**config.mk**
```make
export PLATFORM = sky130hd
export DESIGN_NAME = afu_rd_arbiter
export DESIGN_NICKNAME = d
export VERILOG_FILES = /design/src/rtl/afu_rd_arbiter_pkg.sv /design/src/rtl/afu_rd_arbiter_rr_arbiter.sv /design/src/rtl/afu_rd_arbiter.sv
export SDC_FILE = /design/constraint.sdc
export NUM_CORES = 1
export LEC_CHECK = 0
export ABC_AREA = 1
export BUFFER_PORTS_ARGS = -buffer_cell sky130_fd_sc_hd__clkbuf_2
export CELL_PAD_IN_SITES_DETAIL_PLACEMENT = 0
export CELL_PAD_IN_SITES_GLOBAL_PLACEMENT = 2
export CORE_AREA = 2 2 477 479
export CTS_CLUSTER_SIZE = 24
export DETAILED_ROUTE_END_ITERATION = 12
export DIE_AREA = 0 0 479 481
export GPL_ROUTABILITY_DRIVEN = 1
export PLACE_DENSITY = 0.4
export REMOVE_ABC_BUFFERS = 1
export SLEW_MARGIN = 20
export SYNTH_ARGS = -nofsm -noshare
export SYNTH_HDL_FRONTEND = slang
export SYNTH_SLANG_ARGS = --single-unit
```
**constraint.sdc**
```tcl
create_clock -name clk -period 2.51 [get_ports clk]
set_input_delay 0.502 -clock clk [delete_from_list [all_inputs] [get_ports clk]]
set_output_delay 0.502 -clock clk [all_outputs]
set_load 0.005 [all_outputs]
```
**src/rtl/afu_rd_arbiter_pkg.sv**
```systemverilog
// Shared types and helpers for the AFU c0 read path: address conversion,
// MPF read-header construction and mdata tag decoding.
package afu_rd_arbiter_pkg;

    localparam int CL_ADDR_W     = 42;
    localparam int BYTE_ADDR_W   = CL_ADDR_W + 6;
    localparam int MDATA_ID_BITS = 2;
    localparam logic [15:0] MDATA_ID_MASK = 16'((1 << MDATA_ID_BITS) - 1);

    typedef logic [BYTE_ADDR_W-1:0] t_byteAddr;
    typedef logic [CL_ADDR_W-1:0]   t_clAddr;
    typedef logic [1:0]             t_rr_ptr;

    typedef enum logic [1:0] {
        S_IDLE  = 2'd0,
        S_RUN   = 2'd1,
        S_DRAIN = 2'd2
    } t_rd_state;

    typedef enum logic [3:0] {
        eREQ_RDLINE_L = 4'h0,
        eREQ_RDLINE_S = 4'h1,
        eREQ_RDLINE_I = 4'h2
    } t_cci_c0_req;

    typedef struct packed {
        logic        addrIsVirtual;
        logic        mapVAtoPhysChannel;
        logic        checkLoadStoreOrder;
        logic [1:0]  vc_sel;
        logic [1:0]  cl_len;
        t_cci_c0_req req_type;
        t_clAddr     address;
        logic [15:0] mdata;
    } t_cci_mpf_c0_ReqMemHdr;

    function automatic t_clAddr byteAddrToClAddr(input t_byteAddr addr);
        return addr[BYTE_ADDR_W-1:6];
    endfunction

    // Virtual address with MPF channel mapping (keeps VA-level ordering);
    // no load/store order check on reads.
    function automatic t_cci_mpf_c0_ReqMemHdr mkRdHdr(input t_byteAddr addr,
                                                      input logic [15:0] id,
                                                      input logic [15:0] seq);
        t_cci_mpf_c0_ReqMemHdr h;
        h                     = '0;
        h.addrIsVirtual       = 1'b1;
        h.mapVAtoPhysChannel  = 1'b1;
        h.checkLoadStoreOrder = 1'b0;
        h.vc_sel              = 2'd0;
        h.cl_len              = 2'd0;
        h.req_type            = eREQ_RDLINE_I;
        h.address             = byteAddrToClAddr(addr);
        h.mdata               = (seq << MDATA_ID_BITS) | (id & MDATA_ID_MASK);
        return h;
    endfunction

    function automatic logic [MDATA_ID_BITS-1:0] mdataId(input logic [15:0] mdata);
        return mdata[MDATA_ID_BITS-1:0];
    endfunction

endpackage

```
**src/rtl/afu_rd_arbiter_rr_arbiter.sv**
```systemverilog
// N-input round-robin arbiter: combinational one-hot grant searched from a
// registered pointer that advances past each winner.
module rr_arbiter
    import afu_rd_arbiter_pkg::*;
#(
    parameter int N = 2
) (
    input  logic         clk,
    input  logic         reset,
    input  logic [N-1:0] req_i,
    output logic [N-1:0] grant_o,
    output t_rr_ptr      grant_idx_o,
    output logic         grant_valid_o
);

    t_rr_ptr ptr_q;
    t_rr_ptr ptr_d;

    // First requester at or after the pointer wins.
    always_comb begin
        grant_o       = '0;
        grant_idx_o   = '0;
        grant_valid_o = 1'b0;
        for (int k = 0; k < N; k++) begin
            for (int j = 0; j < N; j++) begin
                if (!grant_valid_o && (j == ((int'(ptr_q) + k) % N)) && req_i[j]) begin
                    grant_o[j]    = 1'b1;
                    grant_idx_o   = t_rr_ptr'(j);
                    grant_valid_o = 1'b1;
                end else begin
                    grant_valid_o = grant_valid_o;
                end
            end
        end
    end

    // Next pointer: one past the winner, holding when nothing is granted.
    always_comb begin
        if (!grant_valid_o) begin
            ptr_d = ptr_q;
        end else if (int'(grant_idx_o) == N - 1) begin
            ptr_d = '0;
        end else begin
            ptr_d = grant_idx_o + 2'd1;
        end
    end

    // Pointer register.
    always_ff @(posedge clk) begin
        if (reset) begin
            ptr_q <= '0;
        end else begin
            ptr_q <= ptr_d;
        end
    end

endmodule

```
**src/rtl/afu_rd_arbiter.sv**
```systemverilog
// Shares the MPF c0 read channel among N_REQ engines: round-robin grant,
// tagged header issue, per-requester in-flight limit and response routing.
module afu_rd_arbiter
    import afu_rd_arbiter_pkg::*;
#(
    parameter int N_REQ           = 2,
    parameter int MAX_OUTSTANDING = 32,
    parameter int ID_BITS         = MDATA_ID_BITS
) (
    input  logic                          clk,
    input  logic                          reset,
    input  logic                          enable,
    input  logic                          flush,
    output logic                          drain_done,
    output logic                          busy,
    input  logic [N_REQ-1:0]              req_valid,
    input  t_byteAddr [N_REQ-1:0]         req_addr,
    output logic [N_REQ-1:0]              req_ready,
    input  logic                          c0_almost_full,
    output logic                          c0_req_valid,
    output t_cci_mpf_c0_ReqMemHdr         c0_req_hdr,
    input  logic                          c0_rsp_valid,
    input  logic [15:0]                   c0_rsp_mdata,
    input  logic [511:0]                  c0_rsp_data,
    output logic [N_REQ-1:0]              rsp_valid,
    output logic [511:0]                  rsp_data,
    output logic [N_REQ-1:0][$clog2(MAX_OUTSTANDING):0] outstanding,
    output logic                          err_unaligned
);

    localparam int CNT_W    = $clog2(MAX_OUTSTANDING) + 1;
    localparam int SEQ_BITS = 16 - ID_BITS;

    t_rd_state                          state_q;
    logic                               busy_q;
    logic                               drain_done_q;
    logic [N_REQ-1:0]                   eligible_s;
    logic [N_REQ-1:0]                   grant_s;
    t_rr_ptr                            grant_idx_s;
    logic                               grant_any_s;
    t_byteAddr                          sel_addr_s;
    logic [SEQ_BITS-1:0]                sel_seq_s;
    logic [N_REQ-1:0]                   rsp_hit_s;
    logic [N_REQ-1:0][CNT_W-1:0]        cnt_q;
    logic [N_REQ-1:0][CNT_W-1:0]        cnt_d;
    logic [N_REQ-1:0][SEQ_BITS-1:0]     seq_q;
    logic                               issue_valid_q;
    t_cci_mpf_c0_ReqMemHdr              hdr_q;
    logic [N_REQ-1:0]                   rsp_valid_q;
    logic [511:0]                       rsp_data_q;
    logic                               err_q;

    // Eligibility, winner payload selection (grant is one-hot) and response decode.
    always_comb begin
        eligible_s = '0;
        sel_addr_s = '0;
        sel_seq_s  = '0;
        rsp_hit_s  = '0;
        for (int i = 0; i < N_REQ; i++) begin
            eligible_s[i] = (state_q == S_RUN) && !c0_almost_full && req_valid[i] &&
                            (cnt_q[i] < CNT_W'(MAX_OUTSTANDING));
            sel_addr_s    = sel_addr_s | (req_addr[i] & {BYTE_ADDR_W{grant_s[i]}});
            sel_seq_s     = sel_seq_s | (seq_q[i] & {SEQ_BITS{grant_s[i]}});
            rsp_hit_s[i]  = c0_rsp_valid && (int'(mdataId(c0_rsp_mdata)) == i);
        end
    end

    rr_arbiter #(
        .N (N_REQ)
    ) u_rr (
        .clk           (clk),
        .reset         (reset),
        .req_i         (eligible_s),
        .grant_o       (grant_s),
        .grant_idx_o   (grant_idx_s),
        .grant_valid_o (grant_any_s)
    );

    // Same-cycle grant and response cancel; a response at zero never underflows.
    always_comb begin
        cnt_d = cnt_q;
        for (int i = 0; i < N_REQ; i++) begin
            if (grant_s[i] && rsp_hit_s[i]) begin
                cnt_d[i] = cnt_q[i];
            end else if (grant_s[i]) begin
                cnt_d[i] = cnt_q[i] + CNT_W'(1);
            end else if (rsp_hit_s[i] && (cnt_q[i] != '0)) begin
                cnt_d[i] = cnt_q[i] - CNT_W'(1);
            end else begin
                cnt_d[i] = cnt_q[i];
            end
        end
    end

    // Control FSM with registered busy and drain_done.
    always_ff @(posedge clk) begin
        if (reset) begin
            state_q      <= S_IDLE;
            busy_q       <= 1'b0;
            drain_done_q <= 1'b0;
        end else begin
            drain_done_q <= 1'b0;
            case (state_q)
                S_IDLE: begin
                    if (enable) begin
                        state_q <= S_RUN;
                        busy_q  <= 1'b1;
                    end
                end
                S_RUN: begin
                    if (flush) begin
                        state_q <= S_DRAIN;
                    end
                end
                S_DRAIN: begin
                    if ((cnt_q == '0) && !issue_valid_q) begin
                        state_q      <= S_IDLE;
                        busy_q       <= 1'b0;
                        drain_done_q <= 1'b1;
                    end
                end
                default: begin
                    state_q <= S_IDLE;
                    busy_q  <= 1'b0;
                end
            endcase
        end
    end

    // Issue stage and per-requester bookkeeping.
    always_ff @(posedge clk) begin
        if (reset) begin
            issue_valid_q <= 1'b0;
            hdr_q         <= '0;
            cnt_q         <= '0;
            seq_q         <= '0;
            err_q         <= 1'b0;
        end else begin
            issue_valid_q <= grant_any_s;
            if (grant_any_s) begin
                hdr_q <= mkRdHdr(sel_addr_s, 16'(grant_idx_s), 16'(sel_seq_s));
            end
            cnt_q <= cnt_d;
            for (int i = 0; i < N_REQ; i++) begin
                if (grant_s[i]) begin
                    seq_q[i] <= seq_q[i] + SEQ_BITS'(1);
                end
            end
            err_q <= err_q | (grant_any_s && (sel_addr_s[5:0] != 6'd0));
        end
    end

    // Response routing; ids at or above N_REQ never match and are dropped.
    always_ff @(posedge clk) begin
        if (reset) begin
            rsp_valid_q <= '0;
            rsp_data_q  <= '0;
        end else begin
            rsp_valid_q <= rsp_hit_s;
            if (c0_rsp_valid) begin
                rsp_data_q <= c0_rsp_data;
            end
        end
    end

    assign req_ready     = grant_s;
    assign c0_req_valid  = issue_valid_q;
    assign c0_req_hdr    = hdr_q;
    assign rsp_valid     = rsp_valid_q;
    assign rsp_data      = rsp_data_q;
    assign outstanding   = cnt_q;
    assign err_unaligned = err_q;
    assign busy          = busy_q;
    assign drain_done    = drain_done_q;

endmodule

```
After elaboration in Yosys (flattened, before gate mapping)
Index checks and enable logic that the tools add are counted.
Cells by class
  $add $sub $neg: 8
  divide/modulo/power cells: 0
  reductions and logical operators: 40
  shift-type cells: 0
  bitwise operators: 13
  multiply operators: 0
  eq/ne operators: 8
  magnitude comparators: 2
  multiplexer cells: 23
Operator list (count)
  $and 48x48->48: 2
  $logic_not 32->1: 2
  $or 48x48->48: 1
  $add 14x1->14 const B: 2
  $and 14x14->14: 2
  $mux 6: 4
  $logic_and 1x1->1: 20
  $reduce_bool 6->1: 3
  $or 16x2->16: 1
  $mux 1: 14
  $or 14x14->14: 1
  $add 6x1->6 const B: 2
  $logic_not 12->1: 1
  $lt 6x6->1 const B: 2
  $sub 6x1->6 const B: 2
  $mux 2: 3
  $ne 2x2->1 const B: 3
  $pmux 2 s3: 1
  $reduce_and 3->1: 2
  $logic_not 1->1: 5
  $eq 2x2->1 const B: 2
  $logic_not 2->1: 2
  $not 1->1: 4
  $reduce_and 2->1: 2
  9 further kinds: 11
Word-level totals
  memory bits (read-only): 0
  bits of input ports: 632
  bits in latches: 0
  memories: 0
  flip-flop bits (word level): 620
  logic and storage cells: 109
  output and inout bits: 601
  bits in writable memories: 0

Logic depth before layout (Yosys ltp)
  depth in word-level cells: 23
  depth in mapped cells: 16
  depth with buffers taken out: 15

Cells and area by module
From an unflattened synthesis, not the netlist that was laid out.
Unflattened totals
  cells, all modules: 2993
  area total of the unflattened synthesis: 22848.2 sq um
Modules (own cells, without submodules)
  afu_rd_arbiter: times used 1, cells each 2979, area each 22764.3 sq um, sequential area each 12391.9 sq um
  rr_arbiter: times used 1, cells each 14, area each 83.8 sq um, sequential area each 20.0 sq um

Worst setup path before layout
OpenSTA, ideal clock, no wires.
  path kind: input -> register
  from: input port req_valid[1]
  to: register cnt_q, in the netlist outstanding[5]
  setup time: 132 ps
  data arrival time: 2036 ps
  data required time: 2378 ps
  buffers on the path: 1
  cell stages on the path: 14
  setup slack: 342 ps
  cells stage by stage: nand2_1 o211ai_4 clkbuf_1 ha_1 nand2_1 nand2_1 nand2_1 nand2_1 nor2_1 inv_1 nand2_1 nand2_1 nand2_1 a21oi_1
On the way
  cells in the longest elaborated chain, start to end: 11
Ends and longest elaborated chain
  from (decl): line afu_rd_arbiter.sv:16  | input logic [N_REQ-1:0] req_valid,
  $logic_and 1x1->1 (*) (2 in a row): line afu_rd_arbiter.sv:60  | eligible_s[i] = (state_q == S_RUN) && !c0_almost_full && req_valid[i] &&
  $logic_and 1x1->1 (*): line afu_rd_arbiter_rr_arbiter.sv:26  | if (!grant_valid_o && (j == ((int'(ptr_q) + k) % N)) && req_i[j]) begin
  $mux 1 (*): line afu_rd_arbiter_rr_arbiter.sv:26
  $logic_not 1->1 (*): line afu_rd_arbiter_rr_arbiter.sv:26
  $logic_and 1x1->1 (*) (2 in a row): line afu_rd_arbiter_rr_arbiter.sv:26
  $mux 1 (*): line afu_rd_arbiter_rr_arbiter.sv:26
  $logic_and 1x1->1: line afu_rd_arbiter.sv:83  | if (grant_s[i] && rsp_hit_s[i]) begin
  $not 1->1 (no source line)
  $reduce_and 2->1 (no source line)
  to (signal assigned): line afu_rd_arbiter.sv:143  | cnt_q <= cnt_d;
  to (decl): line afu_rd_arbiter.sv:44  | logic [N_REQ-1:0][CNT_W-1:0] cnt_q;
Every way passes the cells marked *; elsewhere a longest branch is shown, timed or not.
A chain may end at the register's enable or synchronous reset.

Final worst setup path
  from: register state_q[1]
  to: output port req_ready[0]
On the way
  cells in the longest elaborated chain, start to end: 14
Ends and longest elaborated chain
  from (decl): line afu_rd_arbiter.sv:34  | t_rd_state state_q;
  from (signal assigned): line afu_rd_arbiter.sv:98  | state_q <= S_IDLE;
  from (signal assigned): line afu_rd_arbiter.sv:106  | state_q <= S_RUN;
  from (signal assigned): line afu_rd_arbiter.sv:112  | state_q <= S_DRAIN;
  $eq 2x1->1 (*): line afu_rd_arbiter.sv:60
  $logic_and 1x1->1 (*): line afu_rd_arbiter.sv:60
  $logic_and 1x1->1 (2 in a row): line afu_rd_arbiter.sv:60
  $logic_and 1x1->1: line afu_rd_arbiter_rr_arbiter.sv:26
  $mux 1: line afu_rd_arbiter_rr_arbiter.sv:26
  $logic_not 1->1: line afu_rd_arbiter_rr_arbiter.sv:26
  $logic_and 1x1->1 (2 in a row): line afu_rd_arbiter_rr_arbiter.sv:26
  $mux 1: line afu_rd_arbiter_rr_arbiter.sv:26
  $logic_not 1->1: line afu_rd_arbiter_rr_arbiter.sv:26
  $logic_and 1x1->1 (2 in a row): line afu_rd_arbiter_rr_arbiter.sv:26
  $mux 1 (*): line afu_rd_arbiter_rr_arbiter.sv:26
  to (decl): line afu_rd_arbiter.sv:18  | output logic [N_REQ-1:0] req_ready,
Marked as above.

==> impl_metrics.tcl <==
set metrics [dict create \
    dieHeight_um 481 \
    wl_per_cell_um 20.26 \
    wl_mm 156.7 \
    grt_first_pass_wirelength_mm 215.5 \
    grt.total_usage_pct 13.10 \
    yosys_warnings 0 \
    cts_tree "built" \
    critPathCaptureType "primary output" \
    max-cap-violations 0 \
    cpPeakStageDelay_ns 0.31 \
    whs_ns 0.07630 \
    synth_cell_types 36 \
    period_share_pct 93.33 \
    crit_path_cell_trace "inv_2, nand2_2, nor2_4, buf_6, o211ai_4, inv_4, buf_12, clkbuf_2" \
    synth-edff-count 0 \
    synth-seq-cells 619 \
    rows 175 \
    place_area_um2 32260 \
    grt_max_degree 132 \
    first_global_vias 27028 \
    critPathKind "reg2out" \
    crit_family "buffers and inverters" \
    vias_per_cell 3.372 \
    ys_seq_area_share_pct 55.09 \
    core_area_um2 225700 \
    worstMarginPinSlew_ns 0.6910 \
    final_max_slew_viol_count 0 \
    finalSetupViolations 0 \
    final.min_clock_period_ns 2.342 \
    cts_root_buf "clkbuf_16" \
    clock_skew_ns 0.01207 \
    clk_pin_slew_ns 0.06 \
    syn_avg_cell_area_um2 7.633 \
    die_w_um 479 \
    crit_buf_inv 5 \
    hold_viol_final 0 \
    areaGrowthSynthToFinish_pct 80.58 \
    pin_count 1233 \
    initial_core_util_pct 9.964 \
    grt_overflow 0 \
    dr.pass1.iters 4 \
    antenna_found_initial 74 \
    synthDominantCellAreaShare_pct 55.09 \
    fin_nets 5289 \
    layout_commonest_cell "clkbuf_2" \
    slew_headroom_pct 53.94 \
    p_per_area_nw_per_um2 696.2 \
    fin_area_um2 40620 \
    htree_levels 3 \
    drt_iter0_drc 957 \
    drc 0 \
    synth_top_area_cell "dfxtp_1" \
    synthTopCellsByArea "dfxtp_1 (55%), nor2_1 (18%), o21ai_0 (12%)" \
    dp_hpwl_mm 120.8 \
    cts.sinks 619 \
    cp_max_fo 4 \
    fmax_ghz 0.4269 \
    crit_arrival_ns 1.84 \
    die_area_um2 230400 \
    syn-cell-area_um2 22490 \
    cts_buffer_depth 3 \
    clkLatencyLatePin_ns 0.71 \
    port_buffers 1209 \
    ir_drop_mv 0.4906 \
    place_congestion 0.7781 \
    cts_buffers 90 \
    hold_path.class "in2reg" \
    ant_nets 0 \
    critical_path_required_ns 2.01 \
    synth-async-reset-ratio_pct 0 \
    rsz0062_at_grt "no" \
    syn_inst 2947 \
    mostFrequentLayoutCells "clkbuf_2 (1,207), nor2_1 (1,094), dfxtp_1 (617)" \
    drive_above_1_share_pct 30.91 \
    critPathSlowestCell "dfxtp_1" \
    status "finished, final reports clean" \
    synth_ff_type "dfxtp_1" \
    num_vias 26083 \
    critPathLaunchType "flop" \
    p_leak_nw 18.28 \
]
==> report_power, final <==
group          leakage (nW)  internal [mW]  switching, mW
registers              5.13           10.5          0.338
logic                  11.6           1.80           2.19
clock network          1.51           8.07           5.42
total                  18.3           20.3           7.95
==> worst min-delay path, cell delays in order <==
cell and delay [ns]:
clkbuf_2 0.10, nor2_1 0.06, nor2_1 0.10
==> layout make-up <==
cell class                 instances  area (um2)
clock buffer                     136        2675
sequential                       619       12390
tap                             3009        3765
fill                           25925      185100
inverter                          60       244.0
antenna                           13       32.53
timing repair buffer            1813       12160
clock inverter                    24       384.1
multi-input combinational       2061        8967
==> worst paths after layout <==
| check | from | to | slack (ns) | cells past startpoint |
|---|---|---|---|---|
| worst max-delay path | state_q[1] | req_ready[0] | 0.17 | 8 |
| worst max register to register | state_q[1] | c0_req_hdr[30] | 0.17 | 11 |
| worst min register to register | seq_q[11] | seq_q[11] | 0.46 | 2 |
| worst min-delay path | c0_rsp_data[238] | rsp_data[238] | 0.08 | 3 |
==> routing by layer <==
| metal | wire length (um) | global-route usage [%] | share of wire [%] |
|---|---|---|---|
| met1 | 62310 | 14.63 | 40 |
| met2 | 77710 | 23.33 | 50 |
| met3 | 13400 | 5.057 | 8.6 |
| met4 | 2985 | 2.909 | 1.9 |
| met5 | 280 | 0 | 0.18 |
==> sequential cells by signal, indices dropped and copies added, names as in the netlist <==
name	count
err_unaligned	1
seq_q	28
state_q	2
c0_req_hdr	58
u_rr.ptr_q	1
rsp_data	512
rsp_valid	2
outstanding	12
c0_req_valid	1
drain_done	1
busy	1
==> through the flow <==
stage | power (mW) | setup TNS [ns] | cells | setup slack [ns] | utilization, %
final | 28.28 | 0 | 7735 | 0.1675 | 17.99
after global routing | 29.85 | 0 | 7729 | 0.01671 | 17.99
after CTS | 29.16 | 0 | 7719 | 0.003480 | 17.97
after detailed placement | 14.41 | 0 | 7039 | 0.1358 | 14.29
after global placement | 14.44 | 0 | 7039 | 0.1308 | 14.29
after floorplan | 12.16 | -2131.59 | 2740 | -4.036 | -
==> cell usage after synthesis (2+ instances only) <==
library cell / n
a21oi_1: 46
a31oi_1: 47
buf_1: 16
buf_2: 41
buf_4: 16
buf_6: 4
clkbuf_1: 138
dfxtp_1: 619
fa_1: 2
ha_1: 10
inv_1: 55
inv_2: 4
nand2_1: 230
nand2_2: 2
nand3_1: 23
nand4_1: 7
nor2_1: 1094
nor3_1: 12
nor4_1: 2
o21ai_0: 537
o22ai_1: 11
or2_2: 2
xnor2_1: 3
xor2_1: 14
==> kinds of logic (layout without fill, tap and decap cells) <==
kind of cell,Yosys count,after routing,share of synthesized area (%)
AO/OA/AOI/OAI,645,645,14.77
other,1,22,0.01667
AND/OR/NAND/NOR,1378,1378,23.50
XOR/XNOR,17,17,0.6620
buffers and inverters,275,2033,5.223
flip-flops,619,619,55.09
adder cells (fa/ha/maj),12,12,0.7342
==> timing repair <==
action	CTS	global route
hold buffers	514	0
setup buffers	5	3
pin swaps	2	1
hold endpoints to repair	480	0
gates resized for setup	8	2
endpoints found under the setup margin	2	12
gates cloned	1	0
(Power assumes the default switching activity.)
